`config.mk`:
```
export PLATFORM = sky130hd
export DESIGN_NAME = mips_cpu_bus_arbiter_flat
export DESIGN_NICKNAME = d
export VERILOG_FILES = /design/src/rtl/mips_cpu_bus_arbiter_if.sv /design/src/rtl/mips_cpu_bus_arbiter.sv /design/src/flat_wrapper.sv
export SDC_FILE = /design/constraint.sdc
export NUM_CORES = 1
export LEC_CHECK = 0
export BUFFER_PORTS_ARGS = -buffer_cell sky130_fd_sc_hd__buf_2
export CAP_MARGIN = 10
export CORE_MARGIN = 5
export CORE_UTILIZATION = 48
export CTS_CLUSTER_DIAMETER = 60
export CTS_CLUSTER_SIZE = 40
export DETAILED_ROUTE_END_ITERATION = 10
export GPL_ROUTABILITY_DRIVEN = 0
export PLACE_DENSITY = 0.83
export SLEW_MARGIN = 20
export SYNTH_ARGS = -nofsm -noshare
export SYNTH_HDL_FRONTEND = slang
export SYNTH_SLANG_ARGS = --single-unit
export TNS_END_PERCENT = 30
```
`constraint.sdc`:
```
create_clock -name clk -period 2.89 [get_ports clk]
set_clock_uncertainty 0.1 [all_clocks]
set_input_delay 0.4335 -clock clk [delete_from_list [all_inputs] [get_ports clk]]
set_output_delay 0.4335 -clock clk [all_outputs]
set_load 0.005 [all_outputs]
```
`src/rtl/mips_cpu_bus_arbiter_if.sv`:
```
// ============================================================================
// Module      : mips_cpu_bus_arbiter_if
// Description : Fetch, load/store and Avalon-style bus signals of the arbiter.
// Revision    : 1.0 - initial release
// ============================================================================
`default_nettype none

interface mips_cpu_bus_arbiter_if;
    logic        instr_req;
    logic [31:0] instr_addr;
    logic [31:0] instr_rdata;
    logic        instr_valid;
    logic        data_req;
    logic        data_we;
    logic [31:0] data_addr;
    logic [31:0] data_wdata;
    logic [3:0]  data_be;
    logic [31:0] data_rdata;
    logic        data_valid;
    logic        busy;
    logic        bus_error;
    logic [31:0] bus_address;
    logic        bus_read;
    logic        bus_write;
    logic [31:0] bus_writedata;
    logic [3:0]  bus_byteenable;
    logic        bus_waitrequest;
    logic [31:0] bus_readdata;

    // Requesters plus bus slave: the environment around the arbiter
    modport master (
        output instr_req, instr_addr, data_req, data_we, data_addr, data_wdata, data_be,
        output bus_waitrequest, bus_readdata,
        input  instr_rdata, instr_valid, data_rdata, data_valid, busy, bus_error,
        input  bus_address, bus_read, bus_write, bus_writedata, bus_byteenable
    );

    // The arbiter itself
    modport slave (
        input  instr_req, instr_addr, data_req, data_we, data_addr, data_wdata, data_be,
        input  bus_waitrequest, bus_readdata,
        output instr_rdata, instr_valid, data_rdata, data_valid, busy, bus_error,
        output bus_address, bus_read, bus_write, bus_writedata, bus_byteenable
    );
endinterface

`default_nettype wire

```
`src/rtl/mips_cpu_bus_arbiter.sv`:
```
// ============================================================================
// Module      : mips_cpu_bus_arbiter
// Description : Round-robin arbiter sharing one Avalon-style port between
//               fetch and data requesters. Optional MIPS_BUS_TIMEOUT_EN aborts
//               accesses stalled for TIMEOUT_CYCLES waitrequest cycles.
// Revision    : 1.0 - initial release
// ============================================================================
`default_nettype none

module mips_cpu_bus_arbiter #(
    parameter int TIMEOUT_CYCLES = 16
) (
    input  logic                        clk,
    input  logic                        reset,
    mips_cpu_bus_arbiter_if.slave       bus_if
);

    localparam logic [1:0] c_ST_IDLE    = 2'd0;
    localparam logic [1:0] c_ST_IFETCH  = 2'd1;
    localparam logic [1:0] c_ST_DACCESS = 2'd2;
    localparam logic [1:0] c_ST_RESP    = 2'd3;

    localparam logic c_GRANT_INSTR = 1'b0;
    localparam logic c_GRANT_DATA  = 1'b1;

    if (TIMEOUT_CYCLES < 1) begin : g_timeout_check
        $error("TIMEOUT_CYCLES must be at least 1");
    end

    logic [1:0]  r_state, w_state_next;
    logic        r_last_grant, w_last_grant_next;
    logic [31:0] r_instr_rdata, w_instr_rdata_next;
    logic        r_instr_valid, w_instr_valid_next;
    logic [31:0] r_data_rdata, w_data_rdata_next;
    logic        r_data_valid, w_data_valid_next;
    logic        r_bus_error, w_bus_error_next;
    logic [31:0] r_bus_address, w_bus_address_next;
    logic        r_bus_read, w_bus_read_next;
    logic        r_bus_write, w_bus_write_next;
    logic [31:0] r_bus_writedata, w_bus_writedata_next;
    logic [3:0]  r_bus_byteenable, w_bus_byteenable_next;

    logic w_grant_data;
    logic w_grant_instr;
    logic w_in_access;
    logic w_timeout;

    // Data wins a tie only when the fetch was granted last
    assign w_grant_data  = bus_if.data_req &
                           (~bus_if.instr_req | (r_last_grant == c_GRANT_INSTR));
    assign w_grant_instr = bus_if.instr_req & ~w_grant_data;
    assign w_in_access   = (r_state == c_ST_IFETCH) || (r_state == c_ST_DACCESS);

`ifdef MIPS_BUS_TIMEOUT_EN
    localparam int c_COUNT_W = $clog2(TIMEOUT_CYCLES + 1);
    localparam logic [c_COUNT_W-1:0] c_COUNT_LAST = c_COUNT_W'(TIMEOUT_CYCLES - 1);

    logic [c_COUNT_W-1:0] r_wait_count;

    // Abort on the stalled cycle that brings the count to TIMEOUT_CYCLES
    assign w_timeout = w_in_access && bus_if.bus_waitrequest && (r_wait_count == c_COUNT_LAST);

    always_ff @(posedge clk) begin
        if (!reset || (r_state == c_ST_IDLE)) begin
            r_wait_count <= '0;
        end else if (w_in_access && bus_if.bus_waitrequest) begin
            r_wait_count <= r_wait_count + c_COUNT_W'(1);
        end
    end
`else
    assign w_timeout = 1'b0;
`endif

    always_ff @(posedge clk) begin
        if (!reset) begin
            r_state          <= c_ST_IDLE;
            r_last_grant     <= c_GRANT_INSTR;
            r_instr_rdata    <= '0;
            r_instr_valid    <= 1'b0;
            r_data_rdata     <= '0;
            r_data_valid     <= 1'b0;
            r_bus_error      <= 1'b0;
            r_bus_address    <= '0;
            r_bus_read       <= 1'b0;
            r_bus_write      <= 1'b0;
            r_bus_writedata  <= '0;
            r_bus_byteenable <= '0;
        end else begin
            r_state          <= w_state_next;
            r_last_grant     <= w_last_grant_next;
            r_instr_rdata    <= w_instr_rdata_next;
            r_instr_valid    <= w_instr_valid_next;
            r_data_rdata     <= w_data_rdata_next;
            r_data_valid     <= w_data_valid_next;
            r_bus_error      <= w_bus_error_next;
            r_bus_address    <= w_bus_address_next;
            r_bus_read       <= w_bus_read_next;
            r_bus_write      <= w_bus_write_next;
            r_bus_writedata  <= w_bus_writedata_next;
            r_bus_byteenable <= w_bus_byteenable_next;
        end
    end

    always_comb begin
        w_state_next = r_state;
        case (r_state)
            c_ST_IDLE: begin
                if (w_grant_data) begin
                    w_state_next = c_ST_DACCESS;
                end else if (w_grant_instr) begin
                    w_state_next = c_ST_IFETCH;
                end
            end
            c_ST_IFETCH, c_ST_DACCESS: begin
                if (!bus_if.bus_waitrequest || w_timeout) begin
                    w_state_next = c_ST_RESP;
                end
            end
            default: w_state_next = c_ST_IDLE;
        endcase
    end

    // Next values of the registered outputs; bus signals hold unless changed here
    always_comb begin
        w_last_grant_next     = r_last_grant;
        w_instr_rdata_next    = r_instr_rdata;
        w_instr_valid_next    = 1'b0;
        w_data_rdata_next     = r_data_rdata;
        w_data_valid_next     = 1'b0;
        w_bus_error_next      = 1'b0;
        w_bus_address_next    = r_bus_address;
        w_bus_read_next       = r_bus_read;
        w_bus_write_next      = r_bus_write;
        w_bus_writedata_next  = r_bus_writedata;
        w_bus_byteenable_next = r_bus_byteenable;
        case (r_state)
            c_ST_IDLE: begin
                if (w_grant_data) begin
                    w_last_grant_next     = c_GRANT_DATA;
                    w_bus_address_next    = bus_if.data_addr;
                    w_bus_writedata_next  = bus_if.data_wdata;
                    w_bus_byteenable_next = bus_if.data_be;
                    w_bus_read_next       = ~bus_if.data_we;
                    w_bus_write_next      = bus_if.data_we;
                end else if (w_grant_instr) begin
                    w_last_grant_next     = c_GRANT_INSTR;
                    w_bus_address_next    = bus_if.instr_addr;
                    w_bus_byteenable_next = 4'b1111;
                    w_bus_read_next       = 1'b1;
                    w_bus_write_next      = 1'b0;
                end
            end
            c_ST_IFETCH, c_ST_DACCESS: begin
                if (!bus_if.bus_waitrequest || w_timeout) begin
                    w_bus_read_next  = 1'b0;
                    w_bus_write_next = 1'b0;
                    w_bus_error_next = w_timeout;
                    if (r_state == c_ST_IFETCH) begin
                        w_instr_valid_next = 1'b1;
                        w_instr_rdata_next = w_timeout ? 32'h0 : bus_if.bus_readdata;
                    end else begin
                        w_data_valid_next = 1'b1;
                        if (w_timeout) begin
                            w_data_rdata_next = 32'h0;
                        end else if (r_bus_read) begin
                            w_data_rdata_next = bus_if.bus_readdata;
                        end
                    end
                end
            end
            default: ;
        endcase
    end

    assign bus_if.busy           = (r_state != c_ST_IDLE);
    assign bus_if.instr_rdata    = r_instr_rdata;
    assign bus_if.instr_valid    = r_instr_valid;
    assign bus_if.data_rdata     = r_data_rdata;
    assign bus_if.data_valid     = r_data_valid;
    assign bus_if.bus_error      = r_bus_error;
    assign bus_if.bus_address    = r_bus_address;
    assign bus_if.bus_read       = r_bus_read;
    assign bus_if.bus_write      = r_bus_write;
    assign bus_if.bus_writedata  = r_bus_writedata;
    assign bus_if.bus_byteenable = r_bus_byteenable;

endmodule

`default_nettype wire

```
`src/flat_wrapper.sv`:
```
// flat-port wrapper written by rule: the top's interface ports become plain ports
module mips_cpu_bus_arbiter_flat 
#(
    parameter int TIMEOUT_CYCLES = 16
)
  (clk, reset, bus_if_instr_req, bus_if_instr_addr, bus_if_data_req, bus_if_data_we, bus_if_data_addr, bus_if_data_wdata, bus_if_data_be, bus_if_bus_waitrequest, bus_if_bus_readdata, bus_if_instr_rdata, bus_if_instr_valid, bus_if_data_rdata, bus_if_data_valid, bus_if_busy, bus_if_bus_error, bus_if_bus_address, bus_if_bus_read, bus_if_bus_write, bus_if_bus_writedata, bus_if_bus_byteenable);
  mips_cpu_bus_arbiter_if bus_if_i ();
  input  logic clk;
  input  logic reset;
  input wire logic [$bits(bus_if_i.instr_req)-1:0] bus_if_instr_req;
  input wire logic [$bits(bus_if_i.instr_addr)-1:0] bus_if_instr_addr;
  input wire logic [$bits(bus_if_i.data_req)-1:0] bus_if_data_req;
  input wire logic [$bits(bus_if_i.data_we)-1:0] bus_if_data_we;
  input wire logic [$bits(bus_if_i.data_addr)-1:0] bus_if_data_addr;
  input wire logic [$bits(bus_if_i.data_wdata)-1:0] bus_if_data_wdata;
  input wire logic [$bits(bus_if_i.data_be)-1:0] bus_if_data_be;
  input wire logic [$bits(bus_if_i.bus_waitrequest)-1:0] bus_if_bus_waitrequest;
  input wire logic [$bits(bus_if_i.bus_readdata)-1:0] bus_if_bus_readdata;
  output wire logic [$bits(bus_if_i.instr_rdata)-1:0] bus_if_instr_rdata;
  output wire logic [$bits(bus_if_i.instr_valid)-1:0] bus_if_instr_valid;
  output wire logic [$bits(bus_if_i.data_rdata)-1:0] bus_if_data_rdata;
  output wire logic [$bits(bus_if_i.data_valid)-1:0] bus_if_data_valid;
  output wire logic [$bits(bus_if_i.busy)-1:0] bus_if_busy;
  output wire logic [$bits(bus_if_i.bus_error)-1:0] bus_if_bus_error;
  output wire logic [$bits(bus_if_i.bus_address)-1:0] bus_if_bus_address;
  output wire logic [$bits(bus_if_i.bus_read)-1:0] bus_if_bus_read;
  output wire logic [$bits(bus_if_i.bus_write)-1:0] bus_if_bus_write;
  output wire logic [$bits(bus_if_i.bus_writedata)-1:0] bus_if_bus_writedata;
  output wire logic [$bits(bus_if_i.bus_byteenable)-1:0] bus_if_bus_byteenable;
  assign bus_if_i.instr_req = bus_if_instr_req;
  assign bus_if_i.instr_addr = bus_if_instr_addr;
  assign bus_if_i.data_req = bus_if_data_req;
  assign bus_if_i.data_we = bus_if_data_we;
  assign bus_if_i.data_addr = bus_if_data_addr;
  assign bus_if_i.data_wdata = bus_if_data_wdata;
  assign bus_if_i.data_be = bus_if_data_be;
  assign bus_if_i.bus_waitrequest = bus_if_bus_waitrequest;
  assign bus_if_i.bus_readdata = bus_if_bus_readdata;
  assign bus_if_instr_rdata = bus_if_i.instr_rdata;
  assign bus_if_instr_valid = bus_if_i.instr_valid;
  assign bus_if_data_rdata = bus_if_i.data_rdata;
  assign bus_if_data_valid = bus_if_i.data_valid;
  assign bus_if_busy = bus_if_i.busy;
  assign bus_if_bus_error = bus_if_i.bus_error;
  assign bus_if_bus_address = bus_if_i.bus_address;
  assign bus_if_bus_read = bus_if_i.bus_read;
  assign bus_if_bus_write = bus_if_i.bus_write;
  assign bus_if_bus_writedata = bus_if_i.bus_writedata;
  assign bus_if_bus_byteenable = bus_if_i.bus_byteenable;
  mips_cpu_bus_arbiter #(.TIMEOUT_CYCLES(TIMEOUT_CYCLES)) u_core (.clk(clk), .reset(reset), .bus_if(bus_if_i));
endmodule
```
==> results of run 1 <==
==> worst min path at each step <==
stage | start | to | slack, ns | cells after the start
after CTS | bus_if_data_wdata[22] | u_core.bus_if.bus_writedata[22] | 0.04 | 3
after floorplan | u_core.bus_if.bus_writedata[0] | u_core.bus_if.bus_writedata[0] | 0.35 | 2
after global placement | u_core.bus_if.bus_writedata[24] | u_core.bus_if.bus_writedata[24] | 0.34 | 2
final | bus_if_data_wdata[22] | u_core.bus_if.bus_writedata[22] | 0.06 | 3
after global routing | bus_if_data_wdata[20] | u_core.bus_if.bus_writedata[20] | 0.04 | 3
after detailed placement | u_core.bus_if.bus_writedata[12] | u_core.bus_if.bus_writedata[12] | 0.34 | 2
==> where the power goes <==
group          leakage, uW  total (uW)  switching [uW]  internal [uW]
sequential         0.00114        2440             175           2260
clock             0.000289        2240             831           1410
combinational      0.00197        1400             819            585
==> logic make-up (layout without fill, tap and decap cells) <==
group                      Yosys count  in the layout  share of synthesized area
AOI/OAI and AO/OA                  174            174                      0.173
buffers and inverters               52            319                     0.0530
and+or+nand+nor                    216            216                      0.165
muxes                               32             32                     0.0619
adders and majority gates            3              3                    0.00726
DFF                                139            139                      0.538
other                                1              4                   0.000725
==> cell type report <==
| type | count | area (um^2) | area share |
|---|---|---|---|
| timing repair buffer | 284 | 1460 | 0.203 |
| clock inverter | 13 | 194 | 0.0270 |
| multi-input combinational | 426 | 2130 | 0.297 |
| inverter | 4 | 15.0 | 0.00209 |
| tap | 136 | 170 | 0.0237 |
| sequential | 139 | 2780 | 0.388 |
| clock buffer | 18 | 418 | 0.0582 |
| antenna | 3 | 7.51 | 0.00105 |
==> critical path: stages (launching register included) <==
cell	delay (ns)
dfxtp_1	0.39
inv_1	0.06
ha_1	0.24
inv_1	0.17
buf_2	0.18
==> per-stage QoR <==
step / setup slack, ns / std cells
5_1_grt: 0.732 / 1022
6_report: 0.807 / 1023
3_3_place_gp: 1.00 / 989
2_1_floorplan: 1.17 / 617
4_1_cts: 0.799 / 1020
3_5_place_dp: 0.943 / 989
==> cell usage in the layout, fill, tap and decap left out, types with 2 or more instances in the layout <==
| master | instances |
|---|---|
| buf_4 | 9 |
| nor2_1 | 7 |
| ha_1 | 3 |
| dfxtp_1 | 139 |
| clkinv_4 | 3 |
| bufinv_16 | 4 |
| o21ai_0 | 33 |
| clkinvlp_4 | 3 |
| inv_1 | 3 |
| nand2_1 | 197 |
| o22ai_1 | 4 |
| diode_2 | 3 |
| clkbuf_16 | 16 |
| buf_2 | 274 |
| a21oi_1 | 131 |
| and2_1 | 2 |
| nand3b_1 | 2 |
| mux2i_1 | 32 |
==> state kept, by name (all words and copies together), names as in the netlist <==
register	count
u_core.bus_if.bus_address	32
u_core.bus_if.bus_byteenable	4
u_core.bus_if.bus_read	1
u_core.bus_if.bus_write	1
u_core.bus_if.bus_writedata	32
u_core.bus_if.data_rdata	32
u_core.bus_if.data_valid	1
u_core.bus_if.instr_rdata	32
u_core.bus_if.instr_valid	1
u_core.r_last_grant	1
u_core.r_state	2
==> layer usage <==
layer	vias up	track usage	routed length [um]
li1	2563	-	-
met5	-	0	11
met2	232	0.401	7820
met4	2	0.0950	444
met1	2308	0.267	6050
met3	38	0.0801	1460
==> flow_summary.json, run 1 <==
{
  "status": "finished clean",
  "grt.total_usage": 0.234,
  "area_growth_syn_to_layout_pct": 38.8,
  "cp.required_ns": 2.36,
  "dieArea_mm2": 0.0129,
  "hold_viol": 0,
  "r2r_start": "u_core.r_state[0]",
  "critPathKind": "reg2out",
  "cts_setup_buffers": 0,
  "crit_start": "u_core.r_state[0]",
  "crit_path_end": "bus_if_busy",
  "path_clk_slew_ns": 0.06,
  "layout-drive-gt1-share": 0.363,
  "max_slew_margin": 0.527,
  "synth_area_per_cell_um2": 8.38,
  "fill_cells": 903,
  "worst_setup_path_start_kind": "register",
  "synth.yosys.seq_area_share": 0.538,
  "numPortBuffers": 274,
  "clk_latency_ns": 0.50,
  "grt_antenna_before_repair": 3,
  "min_period_over_period": 0.721,
  "tightest_slew_ns": 0.706,
  "p_leak_uw": 0.00339,
  "setup_violations": 0,
  "overflow": 0,
  "grt_pass1_vias": 5019,
  "num_io_pins": 276,
  "std_cell_rows": 37,
  "clock_sinks": 139,
  "reg2reg_depth": 7,
  "drt-wirelength-per-cell_um": 15.4,
  "htree_num_levels": 4,
  "clockBufferDepth": 2,
  "cts_hold_buffers": 0,
  "final_util": 0.689,
  "ctsResizeCount": 0,
  "ys.flop_type": "dfxtp_1",
  "fmaxAchievable_mhz": 480,
  "nets": 1013,
  "wl_um": 15800,
  "yosysMostFrequentCell": "nand2_1",
  "powerDensity_mw_per_mm2": 847,
  "fp.dieW_um": 114,
  "ys_top_cells_by_count": "nand2_1 (197), dfxtp_1 (139), a21oi_1 (131), o21ai_0 (33), mux2i_1 (32)",
  "core_area_mm2": 0.0104,
  "syn_inst": 617,
  "netlist_area_mm2": 0.00517,
  "cts_tree": "built",
  "ys_seq_elements": 139,
  "yosys.area.top_type": "dfxtp_1",
  "drtIter0Drc": 460,
  "cts-root-buf": "clkbuf_8",
  "yosysTopAreaCellShare": 0.538,
  "timing.hold.ws_ns": 0.0566,
  "r2r-end": "u_core.bus_if.data_rdata[10]",
  "drv_cap": 0,
  "finalMaxSlewViolations": 0,
  "syn-num-nets": 758,
  "r2r_setup_slack_ns": 0.90,
  "placed_cell_area_mm2": 0.00656,
  "firstDrtPassIters": 7,
  "arrival_ns": 1.55,
  "rsz0062_at_grt": "no",
  "grt_pass1_wl_um": 24400,
  "cp-end-kind": "output port",
  "synth_async_sr_flop_share": 0,
  "ys_warn_count": 0,
  "fin_area_mm2": 0.00718,
  "tns_ns": 0,
  "post-dp-hpwl_um": 11200,
  "synth_edf_count": 0,
  "min_path_type": "in2reg",
  "worst_ir_drop_vdd_mv": 0.799,
  "grt_max_degree": 69,
  "crit_path_max_fanout": 4,
  "synth_area_leaders": "dfxtp_1 (54%), nand2_1 (14%), a21oi_1 (13%)",
  "start_util": 0.496,
  "antenna_left": 0,
  "vias_per_cell": 5.03,
  "layout_min_cycle_time_ns": 2.08,
  "via_count": 5143,
  "yosysUniqueCellTypes": 31,
  "die_y_um": 114,
  "cts_buffers": 17,
  "totalPowerFinal_uw": 6080,
  "drc": 0
}
No activity file was read; power rests on OpenSTA's default activity.
==> inputs of run 2 (changes only) <==
--- a/config.mk
+++ b/config.mk
@@ -8,12 +8,12 @@
 export BUFFER_PORTS_ARGS = -buffer_cell sky130_fd_sc_hd__buf_2
 export CAP_MARGIN = 10
 export CORE_MARGIN = 5
-export CORE_UTILIZATION = 48
+export CORE_UTILIZATION = 40
 export CTS_CLUSTER_DIAMETER = 60
 export CTS_CLUSTER_SIZE = 40
 export DETAILED_ROUTE_END_ITERATION = 10
 export GPL_ROUTABILITY_DRIVEN = 0
-export PLACE_DENSITY = 0.83
+export PLACE_DENSITY = 0.73
 export SLEW_MARGIN = 20
 export SYNTH_ARGS = -nofsm -noshare
 export SYNTH_HDL_FRONTEND = slang
==> constraint.sdc (replaced) <==
create_clock -name clk -period 1.7 [get_ports clk]
set_clock_uncertainty 0.1 [all_clocks]
set_input_delay 0.255 -clock clk [delete_from_list [all_inputs] [get_ports clk]]
set_output_delay 0.255 -clock clk [all_outputs]
set_load 0.005 [all_outputs]
==> run 2 against run 1 <==
- clock-buffer cell count rose by 2
- global-route usage fell by 1.9 points
- sequential power rose by 70%
- sequential share of layout area fell by 4.4 points
- utilization down 4.9 points
- setup slack worse by 0.77 ns
- cell count increased by 11%
- register-to-register slack got worse by 0.86 ns
- via count rose by 5.9%
- combinational power up 110%
- flip-flop and latch count unchanged
==> flow_summary.json, run 2 (same netlist as run 1, synthesis figures left out) <==
{
  "totalPowerFinal_uw": 10500,
  "fp.dieW_um": 124,
  "netSwitchingFraction": 0.305,
  "overflow": 0,
  "drt-wirelength-per-cell_um": 15.3,
  "cp-end-kind": "register",
  "nets": 1087,
  "grt.total_usage": 0.215,
  "cts_buffers": 17,
  "cp.required_ns": 1.91,
  "grt_pass1_vias": 5289,
  "fin_cells": 1133,
  "wl_um": 17400,
  "clockBufferDepth": 2,
  "status": "finished clean",
  "die_y_um": 124,
  "min_path_type": "in2reg",
  "std_cell_rows": 41,
  "p_leak_uw": 0.00375,
  "core_area_mm2": 0.0127,
  "seqPwrFrac": 0.394,
  "power.switching_uw": 3210,
  "via_count": 5447,
  "drc": 0,
  "final_cell_mix": "buf_2 (273), nand2_1 (196), dfxtp_1 (137)",
  "post-dp-hpwl_um": 11200,
  "clkPwrFrac": 0.326,
  "critPathKind": "reg2reg",
  "fmaxAchievable_mhz": 601,
  "antenna_left": 0,
  "htree_num_levels": 4,
  "dieArea_mm2": 0.0153,
  "num_io_pins": 276,
  "grt_pass1_wl_um": 25700,
  "rsz0062_at_grt": "yes",
  "layout_min_cycle_time_ns": 1.66,
  "firstDrtPassIters": 4,
  "crit_path_max_fanout": 6,
  "grt_antenna_before_repair": 2,
  "worst_setup_path_start_kind": "register",
  "start_util": 0.408,
  "comb_power_share": 0.280,
  "hold_viol": 0,
  "clk_latency_ns": 0.40,
  "drv_cap": 0,
  "dp.cells": 1031,
  "p_int_uw": 7320,
  "holdPathStages": 3,
  "path_clk_slew_ns": 0.06,
  "finalMaxSlewViolations": 0,
  "cts_tree": "built",
  "grt_max_degree": 55,
  "arrival_ns": 1.87,
  "fill_cells": 1072,
  "worst_ir_drop_vdd_mv": 0.791,
  "clock_sinks": 139,
  "setup_violations": 0,
  "final_common_cell": "buf_2",
  "layout-drive-gt1-share": 0.365,
  "vias_per_cell": 4.81,
  "powerDensity_mw_per_mm2": 1300,
  "drtIter0Drc": 302,
  "reg2reg_depth": 7,
  "cts-root-buf": "clkbuf_16",
  "min_period_over_period": 0.979,
  "numPortBuffers": 274,
  "area_growth_syn_to_layout_pct": 56.9
}
## run 2: stage by stage
stage	TNS [ns]	hold slack [ns]	instance area (um^2)	util	setup slack, ns
finish	0	0.0202	8110	0.640	0.0361
global route	-1.03	0.0124	8110	0.640	-0.0537
CTS	-0.0244	0.000877	8000	0.631	-0.0244
detailed placement	-0.0418	0.344	6770	0.535	-0.0148
global placement	0	0.338	6770	0.535	0.0565
floorplan	0	0.291	5170	-	0.0132
## run 2: power by group through the flow
stage / clock, uW / combinational, uW / sequential (uW)
after floorplan: 0 / 1310 / 4240
after global placement: 0 / 2580 / 4170
after detailed placement: 0 / 2610 / 4180
after CTS: 3500 / 2780 / 4130
after global routing: 3660 / 3250 / 4210
final: 3440 / 2950 / 4150
## run 2: repair_timing
action | 4_1_cts | 5_1_grt
endpoints found under the hold margin | 91 | 0
pin swaps | 0 | 4
endpoints found under the setup margin | 21 | 69
setup buffers | 1 | 1
hold buffers | 65 | 0
resized for setup | 5 | 18
cloned | 0 | 1
## run 2: final cells by class
type	count	area, um^2	area share
antenna	2	5.00	0.000617
clock buffer	20	457	0.0563
clock inverter	12	98.8	0.0122
inverter	4	20.0	0.00247
multi-input combinational	426	2200	0.271
sequential	139	2790	0.343
tap	172	215	0.0265
timing repair buffer	358	2330	0.287
## run 2: worst paths after layout
kind         slack, ns                         endpoint                          start
max               0.04          u_core.bus_if.bus_write              u_core.r_state[1]
min reg2reg       0.35    u_core.bus_if.instr_rdata[25]  u_core.bus_if.instr_rdata[25]
max reg2reg       0.04          u_core.bus_if.bus_write              u_core.r_state[1]
min               0.02  u_core.bus_if.bus_writedata[21]          bus_if_data_wdata[21]
## run 2: layer usage
layer  track usage  up-vias  wire (um)  share of wire
met1         0.236     2460       6520           0.38
met3        0.0713       33       1650          0.095
li1              -     2711          -              -
met5             0        -          0              0
met4        0.0997        0        405          0.023
met2         0.372      243       8780           0.51
## run 2: worst max-delay path: stages, from the launching register on
cell and delay [ns]:
dfxtp_2 0.34, inv_2 0.08, ha_4 0.13, or3b_4 0.37
nand3b_1 0.24, buf_4 0.17, nand3_2 0.07, o41ai_2 0.06
